File: config.mk
export PLATFORM = sky130hd
export DESIGN_NAME = ifetch_queue
export DESIGN_NICKNAME = d
export VERILOG_FILES = /design/src/rtl/ifetch_queue_pkg.sv /design/src/rtl/ifetch_queue_fifo.sv /design/src/rtl/ifetch_queue.sv
export SDC_FILE = /design/constraint.sdc
export NUM_CORES = 1
export LEC_CHECK = 0
export BUFFER_PORTS_ARGS = -buffer_cell sky130_fd_sc_hd__buf_2
export CORE_MARGIN = 10
export CORE_UTILIZATION = 35
export CTS_BUF_LIST = sky130_fd_sc_hd__clkbuf_8 sky130_fd_sc_hd__clkbuf_16
export CTS_CLUSTER_SIZE = 16
export DETAILED_ROUTE_END_ITERATION = 8
export HOLD_SLACK_MARGIN = 0.15
export PLACE_DENSITY = 0.49
export SLEW_MARGIN = 40
export SYNTH_ARGS = -nofsm -noshare
export SYNTH_HDL_FRONTEND = slang
export SYNTH_SLANG_ARGS = --single-unit
export TNS_END_PERCENT = 50
File: constraint.sdc
create_clock -name clk -period 20.6 [get_ports clk]
set_input_delay 1.03 -clock clk [delete_from_list [all_inputs] [get_ports clk]]
set_output_delay 1.03 -clock clk [all_outputs]
set_load 0.02 [all_outputs]
File: src/rtl/ifetch_queue_pkg.sv
// Shared RV32 fetch definitions: word size, instruction size and the
// {pc, inst} entry format held in the prefetch buffer.
package ifetch_queue_pkg;

  localparam int XLEN       = 32;
  localparam int INST_BYTES = 4;
  localparam logic [XLEN-1:0] DEFAULT_RESET_PC = 32'h0000_0000;

  typedef struct packed {
    logic [XLEN-1:0] pc;
    logic [XLEN-1:0] inst;
  } fetchEntry_t;

  function automatic logic [XLEN-1:0] alignPc(input logic [XLEN-1:0] pc);
    return {pc[XLEN-1:2], 2'b00};
  endfunction

endpackage

File: src/rtl/ifetch_queue_fifo.sv
// Parameterised synchronous FIFO used for both the fetched-instruction buffer
// and the request address-tag queue. Storage resets to zero so the head reads 0.
module ifetch_fifo
  import ifetch_queue_pkg::*;
#(
  parameter int WIDTH = 32,
  parameter int DEPTH = 4
) (
  input  logic                     clk,
  input  logic                     reset,
  input  logic                     push_i,
  input  logic                     pop_i,
  input  logic                     flush_i,
  input  logic [WIDTH-1:0]         wdata_i,
  output logic [WIDTH-1:0]         rdata_o,
  output logic                     full_o,
  output logic                     empty_o,
  output logic [$clog2(DEPTH):0]   count_o
);

  localparam int AW = $clog2(DEPTH);

  logic [WIDTH-1:0] mem_q [DEPTH];
  logic [AW-1:0]    wrPtr_q;
  logic [AW-1:0]    rdPtr_q;
  logic [AW:0]      count_q;
  logic             doPush;
  logic             doPop;

  assign empty_o = (count_q == '0);
  assign full_o  = (count_q == (AW+1)'(DEPTH));
  assign count_o = count_q;
  assign rdata_o = mem_q[rdPtr_q];

  // Flush wins over both push and pop so a redirect leaves the buffer empty.
  assign doPush = push_i && !flush_i;
  assign doPop  = pop_i && !empty_o && !flush_i;

  always_ff @(posedge clk or posedge reset) begin
    if (reset) begin
      for (int i = 0; i < DEPTH; i++) mem_q[i] <= '0;
    end else if (doPush) begin
      mem_q[wrPtr_q] <= wdata_i;
    end
  end

  always_ff @(posedge clk or posedge reset) begin
    if (reset) begin
      wrPtr_q <= '0;
      rdPtr_q <= '0;
      count_q <= '0;
    end else if (flush_i) begin
      wrPtr_q <= '0;
      rdPtr_q <= '0;
      count_q <= '0;
    end else begin
      if (doPush) wrPtr_q <= wrPtr_q + 1'b1;
      if (doPop)  rdPtr_q <= rdPtr_q + 1'b1;
      case ({doPush, doPop})
        2'b10:   count_q <= count_q + 1'b1;
        2'b01:   count_q <= count_q - 1'b1;
        default: count_q <= count_q;
      endcase
    end
  end

endmodule

File: src/rtl/ifetch_queue.sv
// Instruction fetch unit: owns the fetch PC, issues credit-limited word requests,
// pairs in-order responses with their PC and buffers them for decode.
module ifetch_queue
  import ifetch_queue_pkg::*;
#(
  parameter logic [31:0] RESET_PC = DEFAULT_RESET_PC,
  parameter int          DEPTH    = 4
) (
  input  logic        clk,
  input  logic        reset,
  output logic        imem_req_valid,
  input  logic        imem_req_ready,
  output logic [31:0] imem_req_addr,
  input  logic        imem_rsp_valid,
  input  logic [31:0] imem_rsp_data,
  input  logic        redirect_valid,
  input  logic [31:0] redirect_pc,
  output logic        inst_valid,
  input  logic        inst_ready,
  output logic [31:0] inst_data,
  output logic [31:0] inst_pc
);

  localparam int CW = $clog2(DEPTH) + 1;
  localparam logic [CW:0] DepthLim = (CW+1)'(DEPTH);

  logic [XLEN-1:0] fetchPc_q, fetchPc_d;
  logic [CW-1:0]   discard_q, discard_d;
  logic [CW-1:0]   outstanding;
  logic [CW-1:0]   dataCount;
  logic [CW-1:0]   live;
  logic [CW:0]     creditSum;
  logic            tagFull, tagEmpty;
  logic            dataFull, dataEmpty;
  logic [XLEN-1:0] tagPc;
  fetchEntry_t     dataIn, dataHead;
  logic            reqValid, reqFire, rspAccept, rspKeep, instPop;

  // Only live (non-stale) requests need a buffer slot; stale ones are dropped on return.
  assign live      = outstanding - discard_q;
  assign creditSum = {1'b0, live} + {1'b0, dataCount};
  assign reqValid  = !reset && !redirect_valid && (creditSum < DepthLim) && !tagFull;
  assign reqFire   = reqValid && imem_req_ready;
  assign rspAccept = imem_rsp_valid && !tagEmpty;
  assign rspKeep   = rspAccept && (discard_q == '0) && !redirect_valid && !dataFull;
  assign instPop   = !dataEmpty && inst_ready && !redirect_valid;
  assign dataIn    = {tagPc, imem_rsp_data};

  always_comb begin
    fetchPc_d = fetchPc_q;
    discard_d = discard_q;
    if (redirect_valid) begin
      fetchPc_d = alignPc(redirect_pc);
      discard_d = outstanding - CW'(rspAccept);
    end else begin
      if (reqFire) fetchPc_d = fetchPc_q + XLEN'(INST_BYTES);
      if (rspAccept && (discard_q != '0)) discard_d = discard_q - 1'b1;
    end
  end

  always_ff @(posedge clk or posedge reset) begin
    if (reset) begin
      fetchPc_q <= RESET_PC;
      discard_q <= '0;
    end else begin
      fetchPc_q <= fetchPc_d;
      discard_q <= discard_d;
    end
  end

  // The tag queue occupancy doubles as the outstanding-request counter.
  ifetch_fifo #(.WIDTH(XLEN), .DEPTH(DEPTH)) tagQueue (
    .clk     (clk),
    .reset   (reset),
    .push_i  (reqFire),
    .pop_i   (rspAccept),
    .flush_i (1'b0),
    .wdata_i (fetchPc_q),
    .rdata_o (tagPc),
    .full_o  (tagFull),
    .empty_o (tagEmpty),
    .count_o (outstanding)
  );

  ifetch_fifo #(.WIDTH(2*XLEN), .DEPTH(DEPTH)) dataQueue (
    .clk     (clk),
    .reset   (reset),
    .push_i  (rspKeep),
    .pop_i   (instPop),
    .flush_i (redirect_valid),
    .wdata_i (dataIn),
    .rdata_o (dataHead),
    .full_o  (dataFull),
    .empty_o (dataEmpty),
    .count_o (dataCount)
  );

  assign imem_req_valid = reqValid;
  assign imem_req_addr  = fetchPc_q;
  assign inst_valid     = !dataEmpty;
  assign inst_data      = dataHead.inst;
  assign inst_pc        = dataHead.pc;

endmodule

== Word level (Yosys, flattened, before mapping) ==
Index checks and enable logic that the tools add are counted.

* Add/subtract/negate cells: 13
* $lt $le $gt $ge: 7
* Equality and inequality tests: 6
* Mux-type cells: 23
* Bitwise operators: 4
* Reduce and logical (&&, ||, !) cells: 33

{| class="wikitable"
|+ Operators with widths
! kind !! count
|-
| bitwise mux 256 bit || 1
|-
| 2-to-1 mux 64 bit || 3
|-
| 2-to-1 mux 32 bit || 5
|-
| binary-select mux 64 bit (select 2 bit) || 1
|-
| bitwise mux 128 bit || 1
|-
| demux 64 bit (select 2 bit) || 1
|-
| binary-select mux 32 bit (select 2 bit) || 1
|-
| demux 32 bit (select 2 bit) || 1
|-
| adder 32 x 3 -> 32 bit, second input constant || 1
|-
| logical AND 1 bit || 17
|-
| >= comparator 3 bit, second input constant || 4
|-
| inverter 2 -> 3 bit || 4
|-
| one-hot mux 3 bit (2 select lines) || 2
|-
| nonzero test 2 bit || 5
|-
| logical NOT 3 bit || 3
|-
| 2-to-1 mux 3 bit || 3
|-
| subtractor 3 x 1 -> 3 bit, second input constant || 3
|-
| adder 2 x 1 -> 2 bit, second input constant || 4
|-
| 2-to-1 mux 2 bit || 4
|-
| adder 3 x 1 -> 3 bit, second input constant || 2
|-
| equality test 3 bit, second input constant || 2
|-
| logical NOT 1 bit || 6
|-
| less-than comparator 3 x 1 -> 1 bit, second input constant || 2
|-
| nonzero test 3 bit || 2
|-
| 6 further kinds || 8
|}

* Bits in registers: 433
* Input port bits: 70
* Output and inout bits: 98
* Logic and storage cells: 102

== Logic depth before layout (Yosys ltp) ==
* Depth in word-level cells: 10
* Depth in mapped cells: 18
* Gate-level depth less buffers: 16

== By module ==
Synthesis repeated with hierarchy kept, for this count alone.

* Cell total of the unflattened synthesis: 1290
* Area, all modules: 21135.3 um2

{| class="wikitable"
|+ By module, submodules not included
! module !! times used !! cells each !! area each (um2) !! sequential area each (um2)
|-
| ifetch_fifo at dataQueue || 1 || 670 || 12788.5 || 6581.3
|-
| ifetch_fifo at tagQueue || 1 || 363 || 6059.6 || 3378.2
|-
| ifetch_queue || 1 || 257 || 2287.2 || 825.8
|}

== Least setup slack after synthesis ==
OpenSTA, ideal clock, no wires.

* Path kind: register -> register
* From: register tagQueue.count_q[0], in the netlist tagQueue.count_o[0]
* To: register tagQueue.count_q[2], in the netlist tagQueue.count_o[2]
* Library setup time: 0.079 ns
* Arrival time: 3.191 ns
* Data required time: 20.521 ns
* Path slack: 17.330 ns
* Cell stages (with the launch flop): 19
* Buffers on the path: 2
* Clock period less this slack: 3.270 ns
* Path through: dfrtp_1 inv_1 ha_1 inv_1 fa_1 xnor2_1 ha_1 nor2_1 and4_1 and2_1 buf_2 inv_1 buf_2 ha_1 inv_1 fa_1 xor2_1 nor2_1 xor2_1

* Word-level cells in the longest chain between the ends: 8
* Elaborated cells on any way between the ends: 18
* Classes of those cells: add/sub (4); order compare (1); eq/ne (3); mux (1); reduce/logical (9)

{| class="wikitable"
|+ RTL lines
! element !! line !! RTL
|-
| from (decl) || ifetch_queue_fifo.sv:26 || <nowiki>logic [AW:0] count_q;</nowiki>
|-
| from (signal assigned) || ifetch_queue_fifo.sv:60 || <nowiki>2'b10: count_q <= count_q + 1'b1;</nowiki>
|-
| from (signal assigned) || ifetch_queue_fifo.sv:61 || <nowiki>2'b01: count_q <= count_q - 1'b1;</nowiki>
|-
| from (signal assigned) || ifetch_queue_fifo.sv:62 || <nowiki>default: count_q <= count_q;</nowiki>
|-
| subtractor 3 bit || ifetch_queue.sv:40 || <nowiki>assign live = outstanding - discard_q;</nowiki>
|-
| adder 3 x 3 -> 4 bit || ifetch_queue.sv:41 || <nowiki>assign creditSum = {1'b0, live} + {1'b0, dataCount};</nowiki>
|-
| less-than comparator 4 x 3 -> 1 bit || ifetch_queue.sv:42 || <nowiki>assign reqValid = !reset && !redirect_valid && (creditSum < DepthLim) && !tagFull;</nowiki>
|-
| logical AND 1 bit (2 in a row) || ifetch_queue.sv:42 ||
|-
| logical AND 1 bit || ifetch_queue.sv:43 || <nowiki>assign reqFire = reqValid && imem_req_ready;</nowiki>
|-
| equality test 2 x 1 -> 1 bit / equality test 2 bit (equally long branches) || ifetch_queue_fifo.sv:59 || <nowiki>case ({doPush, doPop})</nowiki>
|-
| one-hot mux 3 bit (2 select lines) / nonzero test 2 bit (equally long branches) || -- ||
|}

Parallel ways exist; a longest one is shown, timed or not.
A chain may end at the register's enable or synchronous reset.

== Final worst setup path ==
* From: register tagQueue.count_q[0], in the netlist tagQueue.count_o[0]
* To: output imem_req_valid

* Word-level cells in the longest chain between the ends: 5
* Elaborated cells on any way between the ends: 7
* Classes of those cells: add/sub (2); order compare (1); eq/ne (1); reduce/logical (3)

{| class="wikitable"
|+ RTL lines
! element !! line !! RTL
|-
| subtractor 3 bit || ifetch_queue.sv:40 ||
|-
| adder 3 x 3 -> 4 bit || ifetch_queue.sv:41 ||
|-
| less-than comparator 4 x 3 -> 1 bit || ifetch_queue.sv:42 ||
|-
| logical AND 1 bit || ifetch_queue.sv:42 ||
|-
| logical AND 1 bit * || ifetch_queue.sv:42 ||
|-
| to (decl) || ifetch_queue.sv:11 || <nowiki>output logic imem_req_valid,</nowiki>
|}

Mark *: on every way between the ends. The rest lies on a longest branch, timed or not.

==> impl_results.md <==
- Status: finished, final reports clean
- Max Transition Viols Final: 0
- Max IR drop VDD: 0.0653 mV
- Max FO, Critical Path: 12
- Synth warn: 0
- Num ports: 168
- Clk_skew: 0.0184 ns
- Period utilisation layout: 19.9%
- Area contributors post-synth: dfrtp_1 (55%), mux2_2 (22%), mux4_2 (11%)
- Finish-stage setup viols: 0
- Max-slew headroom: 46.3%
- Grt ovf: 0
- Sinks on the clock net: 415
- Power Dens Cells: 129 nW/µm²
- Yosys cell types: 44
- Tightest Hold Check Type: reg -> reg
- Vias in the first global route: 12000
- Slowest-stage cell, CP: and4_1
- Placed Cells: 2014
- Final-layout fill cell count: 4908
- Post-synthesis sequential area ratio: 55.4%
- First-pass GRT wire length: 72900 µm
- Largest stage delay, worst path: 0.57 ns
- Post-Synthesis Cells: 1228
- Die W: 251 µm
- Post-CTS Hold Buffers: 0
- ANT cells: 0
- Die area: 63200 µm²
- Die Y: 251 µm
- Arr. time, crit path: 3.07 ns
- Worst skew pair latency: 0.58 ns
- Port bufs: 161
- Rows: 84
- Vias: 10900
- #FFs+latches synth: 415
- Worst Path Required: 19.57 ns
- Cell Chain, Critical Path: inv_1, ha_1, inv_1, fa_1, xnor2_1, ha_1, nor2_1, and4_1, buf_2
- Remaining DRCs: 0
- Antenna violations before repair: 1
- Core Footprint: 52800 µm²
- Post-CTS Setup Inserts: 0
- Max Freq: 0.244 GHz
- Area leader, netlist: dfrtp_1
- Hold Path Cell Cnt: 1
- CTS tree: built
- Post_cts resized: 0
- Detail Placement HPWL: 28200 µm
- Kind of critical path: reg -> out
- WL/cell: 21.6 µm
- H-tree depth: 2
- Crit. End Element: primary output
- Synthesized area per cell: 15.3 µm²
- Routed vias/inst: 5.18
- Total wire length: 45400 µm
- Initial DRT Pass Iterations: 4
- RSZ-0062 raised after global routing: false
- Initial core utilization: 35.5%
- R2r worst-path depth: 16
- Synth-to-layout area growth: 16.7%
- Leakage power: 0.0106 µW
- Critical Path Source Type: flop
- Clk buf depth: 3
- Final Non-Filler Cells: 2100
- Largest net degree at the start of global routing: 138
- Fin Setup TNS: 0 ns
- GPL Wtd Cong: 0.754
- Final Critical Period: 4.10 ns
- Synth top area share: 55.4%
- Number of DRC markers in iteration 0: 483
- Syn Std Cell Area: 18700 µm²
- Nets: 1466
- CTS Buf Count: 48
- Maxcap violations: 0
- Worst-margin pin slew: 0.799 ns
- Fraction of layout cells with a size suffix above 1: 51.6%
- Post-layout util: 41.5%
- Final ANT Viol Nets: 0
- Clock transition at the registers of the reported paths: 0.05 ns
- Final Hold Vio Count: 0
- GRT Total Usage: 14.6%
- Clock Root Buffer: clkbuf_16
## where the power goes
group | leakage [µW] | internal, µW | switching [µW]
combinational | 0.00416 | 400 | 415
sequential | 0.00555 | 999 | 135
clock | 0.000857 | 528 | 338
## layout by cell type, fill, tap and decap left out, drive strengths merged, types with 3 or more instances in the layout
master	instances
clkinv	7
dfrtp	415
nor3	7
or3	4
fa	3
mux4	92
inv	34
o311ai	7
mux2i	5
ha	17
o211ai	8
or4	3
bufinv	3
and3	6
o21ai	13
xnor2	8
a21o	5
clkbuf	65
o31ai	3
a221o	7
and2	5
conb	4
nor2	17
o21bai	3
nand3	18
mux2	370
buf	181
nand4	18
a21oi	7
xor2	13
nor4	3
nand2	47
## metal layers
layer | wire length [µm] | up-vias | GRT usage [%]
li1 | - | 4861 | -
met1 | 21200 | 5751 | 19.8
met2 | 21100 | 202 | 23.6
met3 | 2310 | 63 | 3.38
met4 | 787 | 2 | 3.29
met5 | 13 | - | 0
## through the flow
step	hold WS, ns	cell area, µm²	power [µW]	setup WS [ns]
3_5_place_dp	0.487	20200	1980	16.47
2_1_floorplan	0.474	18800	1720	8.02
6_report	0.497	21900	2820	16.50
5_1_grt	0.508	21900	2990	16.30
4_1_cts	0.500	21900	2870	16.44
3_3_place_gp	0.482	20200	1960	16.50
## cells by family after synthesis
logic type / after synthesis / share of synthesized area (%)
xor+xnor: 21 / 0.982
buf+inv: 109 / 2.55
mux: 467 / 33.6
flops: 415 / 55.4
other cells: 1 / 0.0200
simple gates: 136 / 3.65
compound gates: 59 / 2.37
fa+ha+maj: 20 / 1.46
## flip-flops by register name (all words and copies together) (netlist names)
| register | flops |
|---|---|
| dataQueue.mem_q | 248 |
| tagQueue.count_o | 3 |
| dataQueue.wrPtr_q | 2 |
| imem_req_addr | 30 |
| tagQueue.wrPtr_q | 2 |
| discard_q | 3 |
| dataQueue.count_o | 3 |
| dataQueue.rdPtr_q | 2 |
| tagQueue.rdPtr_q | 2 |
| tagQueue.mem_q | 120 |
## cell type report
type | count | area [µm²] | area share, %
Tap cell | 688 | 861 | 3.93
Sequential cell | 415 | 10400 | 47.5
Timing Repair Buffer | 181 | 982 | 4.49
Clock inverter | 21 | 176 | 0.806
Multi-Input combinational cell | 707 | 7910 | 36.1
Inverter | 23 | 98.8 | 0.452
Clock buffer | 65 | 1460 | 6.66
## path summary, 6_finish.rpt
check / from / end / slack [ns]
worst max register to register: tagQueue.count_o[0]$_DFFE_PP0P_ / tagQueue.count_o[2]$_DFFE_PP0P_ / 16.59
min in group asynchronous: reset / discard_q[1]$_DFFE_PP0P_ / 0.64
max in group asynchronous: reset / tagQueue.mem_q[51]$_DFFE_PP0P_ / 18.11
worst min-delay path: dataQueue.mem_q[154]$_DFFE_PP0P_ / dataQueue.mem_q[154]$_DFFE_PP0P_ / 0.50
worst max-delay path: tagQueue.count_o[0]$_DFFE_PP0P_ / imem_req_valid / 16.50
worst min register to register: dataQueue.mem_q[154]$_DFFE_PP0P_ / dataQueue.mem_q[154]$_DFFE_PP0P_ / 0.50
## worst max-delay path, delay by kind of cell (launching register included)
family | cells | cell delay [ns]
fa+ha+maj | 3 | 0.79
flops | 1 | 0.42
buf+inv | 3 | 0.48
simple gates | 2 | 0.65
xor+xnor | 1 | 0.17
## synth_stat cells
master	n
and2_1	5
buf_1	7
inv_1	22
fa_1	3
nor4_1	3
a22oi_1	2
nand3_1	18
nor2_1	17
nand2_1	43
a211oi_1	1
o31ai_1	3
a221o_1	7
nand4_1	18
buf_4	4
mux2i_1	5
or3b_2	1
dfrtp_1	415
conb_1	1
a311o_1	2
clkinv_1	1
nor3b_1	1
nand3b_1	1
nand2b_1	1
ha_1	17
buf_2	43
xnor2_1	8
and4_1	2
o21bai_1	3
or2_2	2
xor2_1	13
or4_1	3
o211ai_1	8
o21ai_0	13
and3_1	6
or3_1	4
a2111oi_4	1
mux2_2	370
mux4_2	92
clkbuf_1	32
nor3_1	7
a21o_1	5
a21oi_1	7
o311ai_0	7
nand2_2	4
No activity file was read; power rests on OpenSTA's default activity.
